==> config.mk <==
export PLATFORM = sky130hd
export DESIGN_NAME = vga_timing
export DESIGN_NICKNAME = d
export VERILOG_FILES = /design/src/rtl/vga_pkg.sv /design/src/rtl/vga_timing_wrap_counter.sv /design/src/rtl/vga_timing.sv
export SDC_FILE = /design/constraint.sdc
export NUM_CORES = 1
export LEC_CHECK = 0
export CAP_MARGIN = 20
export CORE_ASPECT_RATIO = 1.75
export CORE_UTILIZATION = 40
export CTS_CLUSTER_SIZE = 28
export DETAILED_ROUTE_END_ITERATION = 12
export GPL_TIMING_DRIVEN = 0
export PLACE_DENSITY_LB_ADDON = 0.05
export SETUP_SLACK_MARGIN = 0.4
export SYNTH_ARGS = -nofsm -noshare
export SYNTH_HDL_FRONTEND = slang
export SYNTH_SLANG_ARGS = --single-unit
==> constraint.sdc <==
create_clock -name pclk -period 1.9 [get_ports pclk]
set_input_delay 0.285 -clock pclk [delete_from_list [all_inputs] [get_ports pclk]]
set_output_delay 0.285 -clock pclk [all_outputs]
set_load 0.01 [all_outputs]
==> src/rtl/vga_pkg.sv <==
//============================================================================
// Module      : vga_pkg
// Description : XGA 1024x768@60 Hz default raster constants and count type.
// Revision    : 1.0 - initial release
//============================================================================
`default_nettype none

package vga_pkg;

    localparam int c_COUNT_W  = 12;

    localparam int c_H_ACTIVE = 1024;
    localparam int c_H_FP     = 24;
    localparam int c_H_SYNC   = 136;
    localparam int c_H_BP     = 160;
    localparam int c_V_ACTIVE = 768;
    localparam int c_V_FP     = 3;
    localparam int c_V_SYNC   = 6;
    localparam int c_V_BP     = 29;

    localparam int c_H_TOTAL  = c_H_ACTIVE + c_H_FP + c_H_SYNC + c_H_BP;
    localparam int c_V_TOTAL  = c_V_ACTIVE + c_V_FP + c_V_SYNC + c_V_BP;

    typedef logic [c_COUNT_W-1:0] count_t;

endpackage

`default_nettype wire

==> src/rtl/vga_timing_wrap_counter.sv <==
//============================================================================
// Module      : wrap_counter
// Description : Enabled up-counter that wraps to zero on an equality compare
//               with TERMINAL; exposes its next value for flag pre-decode.
// Revision    : 1.0 - initial release
//============================================================================
`default_nettype none

module wrap_counter
    import vga_pkg::*;
#(
    parameter int               WIDTH    = c_COUNT_W,
    parameter logic [WIDTH-1:0] TERMINAL = '1
) (
    input  logic             clk,
    input  logic             rst,
    input  logic             i_en,
    output logic [WIDTH-1:0] o_count,
    output logic [WIDTH-1:0] o_next,
    output logic             o_tc
);

    logic [WIDTH-1:0] r_count;
    logic             w_tc;

    assign w_tc = (r_count == TERMINAL);

    always_comb begin
        o_next = r_count;
        if (i_en) begin
            o_next = w_tc ? '0 : r_count + 1'b1;
        end
    end

    always_ff @(posedge clk) begin
        if (rst) begin
            r_count <= '0;
        end else begin
            r_count <= o_next;
        end
    end

    assign o_count = r_count;
    assign o_tc    = w_tc;

endmodule

`default_nettype wire

==> src/rtl/vga_timing.sv <==
//============================================================================
// Module      : vga_timing
// Description : Free-running raster timing generator (counts, syncs, blanks,
//               frame-start strobe). VGA_SYNC_ACTIVE_LOW_EN selects low-true
//               hsync/vsync.
// Revision    : 1.0 - initial release
//============================================================================
`default_nettype none

module vga_timing
    import vga_pkg::*;
#(
    parameter int H_ACTIVE = c_H_ACTIVE,
    parameter int H_FP     = c_H_FP,
    parameter int H_SYNC   = c_H_SYNC,
    parameter int H_BP     = c_H_BP,
    parameter int V_ACTIVE = c_V_ACTIVE,
    parameter int V_FP     = c_V_FP,
    parameter int V_SYNC   = c_V_SYNC,
    parameter int V_BP     = c_V_BP
) (
    input  logic        pclk,
    input  logic        rst,
    output logic [11:0] hcount,
    output logic        hsync,
    output logic        hblnk,
    output logic [11:0] vcount,
    output logic        vsync,
    output logic        vblnk,
    output logic        frame_start
);

    localparam count_t c_H_LAST   = count_t'(H_ACTIVE + H_FP + H_SYNC + H_BP - 1);
    localparam count_t c_H_BLANK  = count_t'(H_ACTIVE);
    localparam count_t c_HS_FIRST = count_t'(H_ACTIVE + H_FP);
    localparam count_t c_HS_LAST  = count_t'(H_ACTIVE + H_FP + H_SYNC - 1);
    localparam count_t c_V_LAST   = count_t'(V_ACTIVE + V_FP + V_SYNC + V_BP - 1);
    localparam count_t c_V_BLANK  = count_t'(V_ACTIVE);
    localparam count_t c_VS_FIRST = count_t'(V_ACTIVE + V_FP);
    localparam count_t c_VS_LAST  = count_t'(V_ACTIVE + V_FP + V_SYNC - 1);

`ifdef VGA_SYNC_ACTIVE_LOW_EN
    localparam logic c_SYNC_ON = 1'b0;
`else
    localparam logic c_SYNC_ON = 1'b1;
`endif

    count_t w_h_next;
    count_t w_v_next;
    logic   w_h_tc;
    logic   w_v_tc;

    logic   r_hsync;
    logic   r_hblnk;
    logic   r_vsync;
    logic   r_vblnk;
    logic   r_frame_start;

    wrap_counter #(
        .WIDTH    (c_COUNT_W),
        .TERMINAL (c_H_LAST)
    ) u_hcnt (
        .clk     (pclk),
        .rst     (rst),
        .i_en    (1'b1),
        .o_count (hcount),
        .o_next  (w_h_next),
        .o_tc    (w_h_tc)
    );

    // The line counter only moves on the last pixel of a line.
    wrap_counter #(
        .WIDTH    (c_COUNT_W),
        .TERMINAL (c_V_LAST)
    ) u_vcnt (
        .clk     (pclk),
        .rst     (rst),
        .i_en    (w_h_tc),
        .o_count (vcount),
        .o_next  (w_v_next),
        .o_tc    (w_v_tc)
    );

    // Flags decode the counters' next values so they land on the same edge.
    always_ff @(posedge pclk) begin
        if (rst) begin
            r_hsync       <= ~c_SYNC_ON;
            r_hblnk       <= 1'b0;
            r_vsync       <= ~c_SYNC_ON;
            r_vblnk       <= 1'b0;
            r_frame_start <= 1'b0;
        end else begin
            r_hblnk       <= (w_h_next >= c_H_BLANK);
            r_hsync       <= ((w_h_next >= c_HS_FIRST) && (w_h_next <= c_HS_LAST))
                             ? c_SYNC_ON : ~c_SYNC_ON;
            r_vblnk       <= (w_v_next >= c_V_BLANK);
            r_vsync       <= ((w_v_next >= c_VS_FIRST) && (w_v_next <= c_VS_LAST))
                             ? c_SYNC_ON : ~c_SYNC_ON;
            r_frame_start <= w_h_tc & w_v_tc;
        end
    end

    assign hsync       = r_hsync;
    assign hblnk       = r_hblnk;
    assign vsync       = r_vsync;
    assign vblnk       = r_vblnk;
    assign frame_start = r_frame_start;

endmodule

`default_nettype wire

==> qor.txt <==
status -> finished with violations
failing checks -> negative setup slack
GP Congestion -> 0.874
CP Launch Type -> register
worst-skew pair later-pin latency -> 0.28 ns
Placement Rows -> 30
I/O pin count -> 31
Inserted Clock Buffers -> 5
share of layout cells above drive strength 1 -> 0.465
area growth from synthesis to layout -> 75.0%
CP max stage cell -> dfxtp_4
Die Wd -> 49.9 um
Net Count, Synth -> 206
DP Cell Count -> 278
Num Clock Sinks -> 29
total number of yosys warnings -> 0
Hold/Removal Path Class -> reg2reg
Critical Path, Cell by Cell -> ha_4, and4_4, nand4_1, buf_6, buf_12, nor3_4, xnor2_2, nand4_1, nor4_2
register area share after synthesis -> 0.362
WL/cell -> 16.7 um
port bufs -> 30
RSZ-0062 raised after global routing -> yes
DRC violations left -> 0
P_int -> 0.000991 W
Gate power share -> 0.083
CTS H-tree depth -> 2
Critical Path RT -> 2.10 ns
Final Slew Violations -> 0
dpl hpwl -> 3090 um
Synth Area per Inst -> 8.02 um2
fin cells -> 317
Crit Path Class -> reg2reg
Routed WL -> 5300 um
Static Leak -> 1.14 nW
register bit total from synthesis -> 29
grt ovf -> 0
die area -> 0.00428 mm2
# setup viols final -> 2
DRT Pass-1 Iters -> 4
Post-Syn Instances -> 200
buffers plus inverters on the worst setup path -> 2
ys async rst share -> 0
pwr/cell area -> 461 mW/mm2
Die Span Y -> 85.8 um
CP max FO -> 8
vias in the first global route -> 1712
Hold Vio Cnt, Final -> 0
Reg clk slew, reported paths -> 0.06 ns
fmax -> 507 MHz
root buffer cell -> clkbuf_8
clk buf depth -> 2
clock share of power -> 0.437
top_reg_cell synth -> dfxtp_1
largest net degree at the start of global routing -> 11
total track usage -> 0.245
initial drt markers -> 32
first-pass GRT wire length -> 7930 um
Cell Area, Synth -> 0.00160 mm2
Reg power frac -> 0.480
Max Cap Viol -> 0
Netlist cell types -> 47
final worst setup slack -> -0.0739 ns
final worst path period share -> 1.04
final hold slack -> 0.558 ns
Worst Clk Skew -> 0.00390 ns
initial antenna violation count -> 0
Max stage delay on crit path -> 0.36 ns
number of flops mapped to enable cells by yosys -> 0
switch share -> 0.233
Post-CTS Hold Buffers -> 0
post-route ant nets -> 0
Vias/cell -> 5.69
Nets -> 274
Worst Max-Slew Pin Slew -> 0.591 ns
Place WS -> -0.269 ns
Max-slew headroom -> 0.606
Via Count -> 1804
Core Area -> 0.00387 mm2
net load switching power -> 0.000302 W
TritonCTS clock tree -> built
CP endpoint kind -> register
Worst EP arrival -> 2.17 ns
Worst IR Drop VDD -> 381 uV
Crit path max-delay family -> simple AND/OR/NAND/NOR gates
Period minus WS final -> 1.97 ns
n_diodes -> 0
Top cell by count, worst path -> nand4_1
Initial Util -> 0.415
==> per-layer routing <==
layer | global-route usage | vias up | routed length, um | share of wire
met5 | 0 | - | 0 | 0
met4 | 0.130 | 0 | 214 | 0.040
met3 | 0.0390 | 18 | 175 | 0.033
met2 | 0.475 | 63 | 3090 | 0.58
met1 | 0.236 | 875 | 1820 | 0.34
li1 | - | 848 | - | -
==> layout by cell type, fill, tap and decap left out, types with 2 or more instances in the layout <==
| cell | synthesis | final |
|---|---|---|
| a211oi_2 | 0 | 2 |
| a21o_1 | 2 | 2 |
| a21oi_1 | 10 | 5 |
| a21oi_2 | 1 | 5 |
| and3_1 | 4 | 3 |
| buf_12 | 0 | 2 |
| buf_4 | 0 | 21 |
| buf_6 | 1 | 10 |
| buf_8 | 0 | 3 |
| clkbuf_4 | 0 | 2 |
| clkbuf_8 | 0 | 9 |
| clkdlybuf4s50_1 | 0 | 11 |
| dfxtp_1 | 29 | 12 |
| dfxtp_2 | 0 | 12 |
| dfxtp_4 | 0 | 5 |
| dlygate4sd2_1 | 0 | 17 |
| dlymetal6s2s_1 | 0 | 2 |
| ha_4 | 0 | 2 |
| inv_1 | 6 | 5 |
| nand2_1 | 19 | 13 |
| nand2_2 | 0 | 5 |
| nand2b_4 | 0 | 2 |
| nand3_1 | 11 | 9 |
| nand4_1 | 5 | 5 |
| nand4b_1 | 2 | 2 |
| nor2_1 | 31 | 18 |
| nor2_2 | 0 | 3 |
| nor2_4 | 0 | 10 |
| nor3_4 | 0 | 3 |
| nor4_1 | 4 | 3 |
| nor4_4 | 0 | 2 |
| o21ai_0 | 6 | 4 |
| o31a_1 | 3 | 3 |
| or3_1 | 2 | 2 |
| xnor2_1 | 9 | 5 |
| xnor2_2 | 0 | 4 |
| xor2_1 | 7 | 6 |
==> worst min-delay path, cell delays in order, from the launching register on <==
cell and delay [ns]:
dfxtp_2 0.38, xnor2_1 0.08, nor2_1 0.07
==> flip-flops by register name (all words and copies together), names as in the netlist <==
register and count:
hsync 1, vsync 1, vblnk 1, u_vcnt.o_count 12, u_hcnt.o_count 12, hblnk 1
frame_start 1
==> cell type report <==
cell class | instances | area [um2]
inverters | 6 | 22.5
multi-input cells | 154 | 1320
clock inverters | 1 | 5.00
flip-flops and latches | 29 | 614
plain buffers | 11 | 120
clock buffers | 7 | 96.3
fillers | 288 | 1060
repair buffers | 61 | 571
well taps | 48 | 60.1
==> synth_stat cells, drive strengths merged, types with 2 or more instances <==
master  instances  area (um2)
a21oi          11        58.8
buf             4        26.3
a211oi          2        15.0
xnor2           9        78.8
nor4            6        50.0
nor3            5        25.0
nand3          11        55.1
o31a            3        26.3
o31ai           2        15.0
and4            2        20.0
or3             2        12.5
nand2b          2        12.5
nor2           31         116
xor2            7        61.3
ha              4        50.1
inv             6        22.5
o21ai           6        30.0
a21o            2        15.0
dfxtp          29         581
nand4b          2        17.5
and3            4        25.0
clkbuf          7        26.3
nand4           5        31.3
nand2          19        71.3
==> timing repair <==
| action | in CTS | in global routing |
|---|---|---|
| gates cloned | 1 | 0 |
| pin swaps | 22 | 18 |
| buffers inserted | 22 | 8 |
| resized for setup | 95 | 40 |
| endpoints found under the setup margin | 44 | 29 |
==> kinds of logic after synthesis <==
group	Yosys count	synth area share
compound gates	37	0.161
buf+inv	17	0.0468
xor+xnor	16	0.0874
fa+ha+maj	4	0.0312
simple gates	97	0.312
flops	29	0.362
==> metrics by stage <==
stage,util,setup TNS [ns],cell area [um2],total power (W)
2_1_floorplan,-,0,1660,0.000678
3_3_place_gp,0.524,-1.22,2020,0.000702
3_5_place_dp,0.524,-1.38,2020,0.000705
4_1_cts,0.667,-0.134,2580,0.00130
5_1_grt,0.726,-0.285,2810,0.00134
6_report,0.726,-0.0792,2810,0.00129
==> path summary, 6_finish.rpt <==
path	depth (start not counted)	to	startpoint	slack [ns]
min reg2reg	2	u_vcnt.o_count[11]$_SDFF_PP0_	u_vcnt.o_count[11]$_SDFF_PP0_	0.56
max reg2reg	9	vsync$_SDFF_PP0_	u_hcnt.o_count[1]$_SDFF_PP0_	-0.07
min	2	u_vcnt.o_count[11]$_SDFF_PP0_	u_vcnt.o_count[11]$_SDFF_PP0_	0.56
max	9	vsync$_SDFF_PP0_	u_hcnt.o_count[1]$_SDFF_PP0_	-0.07
==> power groups by stage <==
stage / Combinational, W / Clock (W) / Sequential (W)
after floorplan: 0.0000351 / 0 / 0.000643
after global placement: 0.0000625 / 0 / 0.000640
after detailed placement: 0.0000644 / 0 / 0.000641
after CTS: 0.0000912 / 0.000587 / 0.000623
after global routing: 0.000114 / 0.000602 / 0.000621
final: 0.000107 / 0.000565 / 0.000621
(Power assumes the default switching activity.)
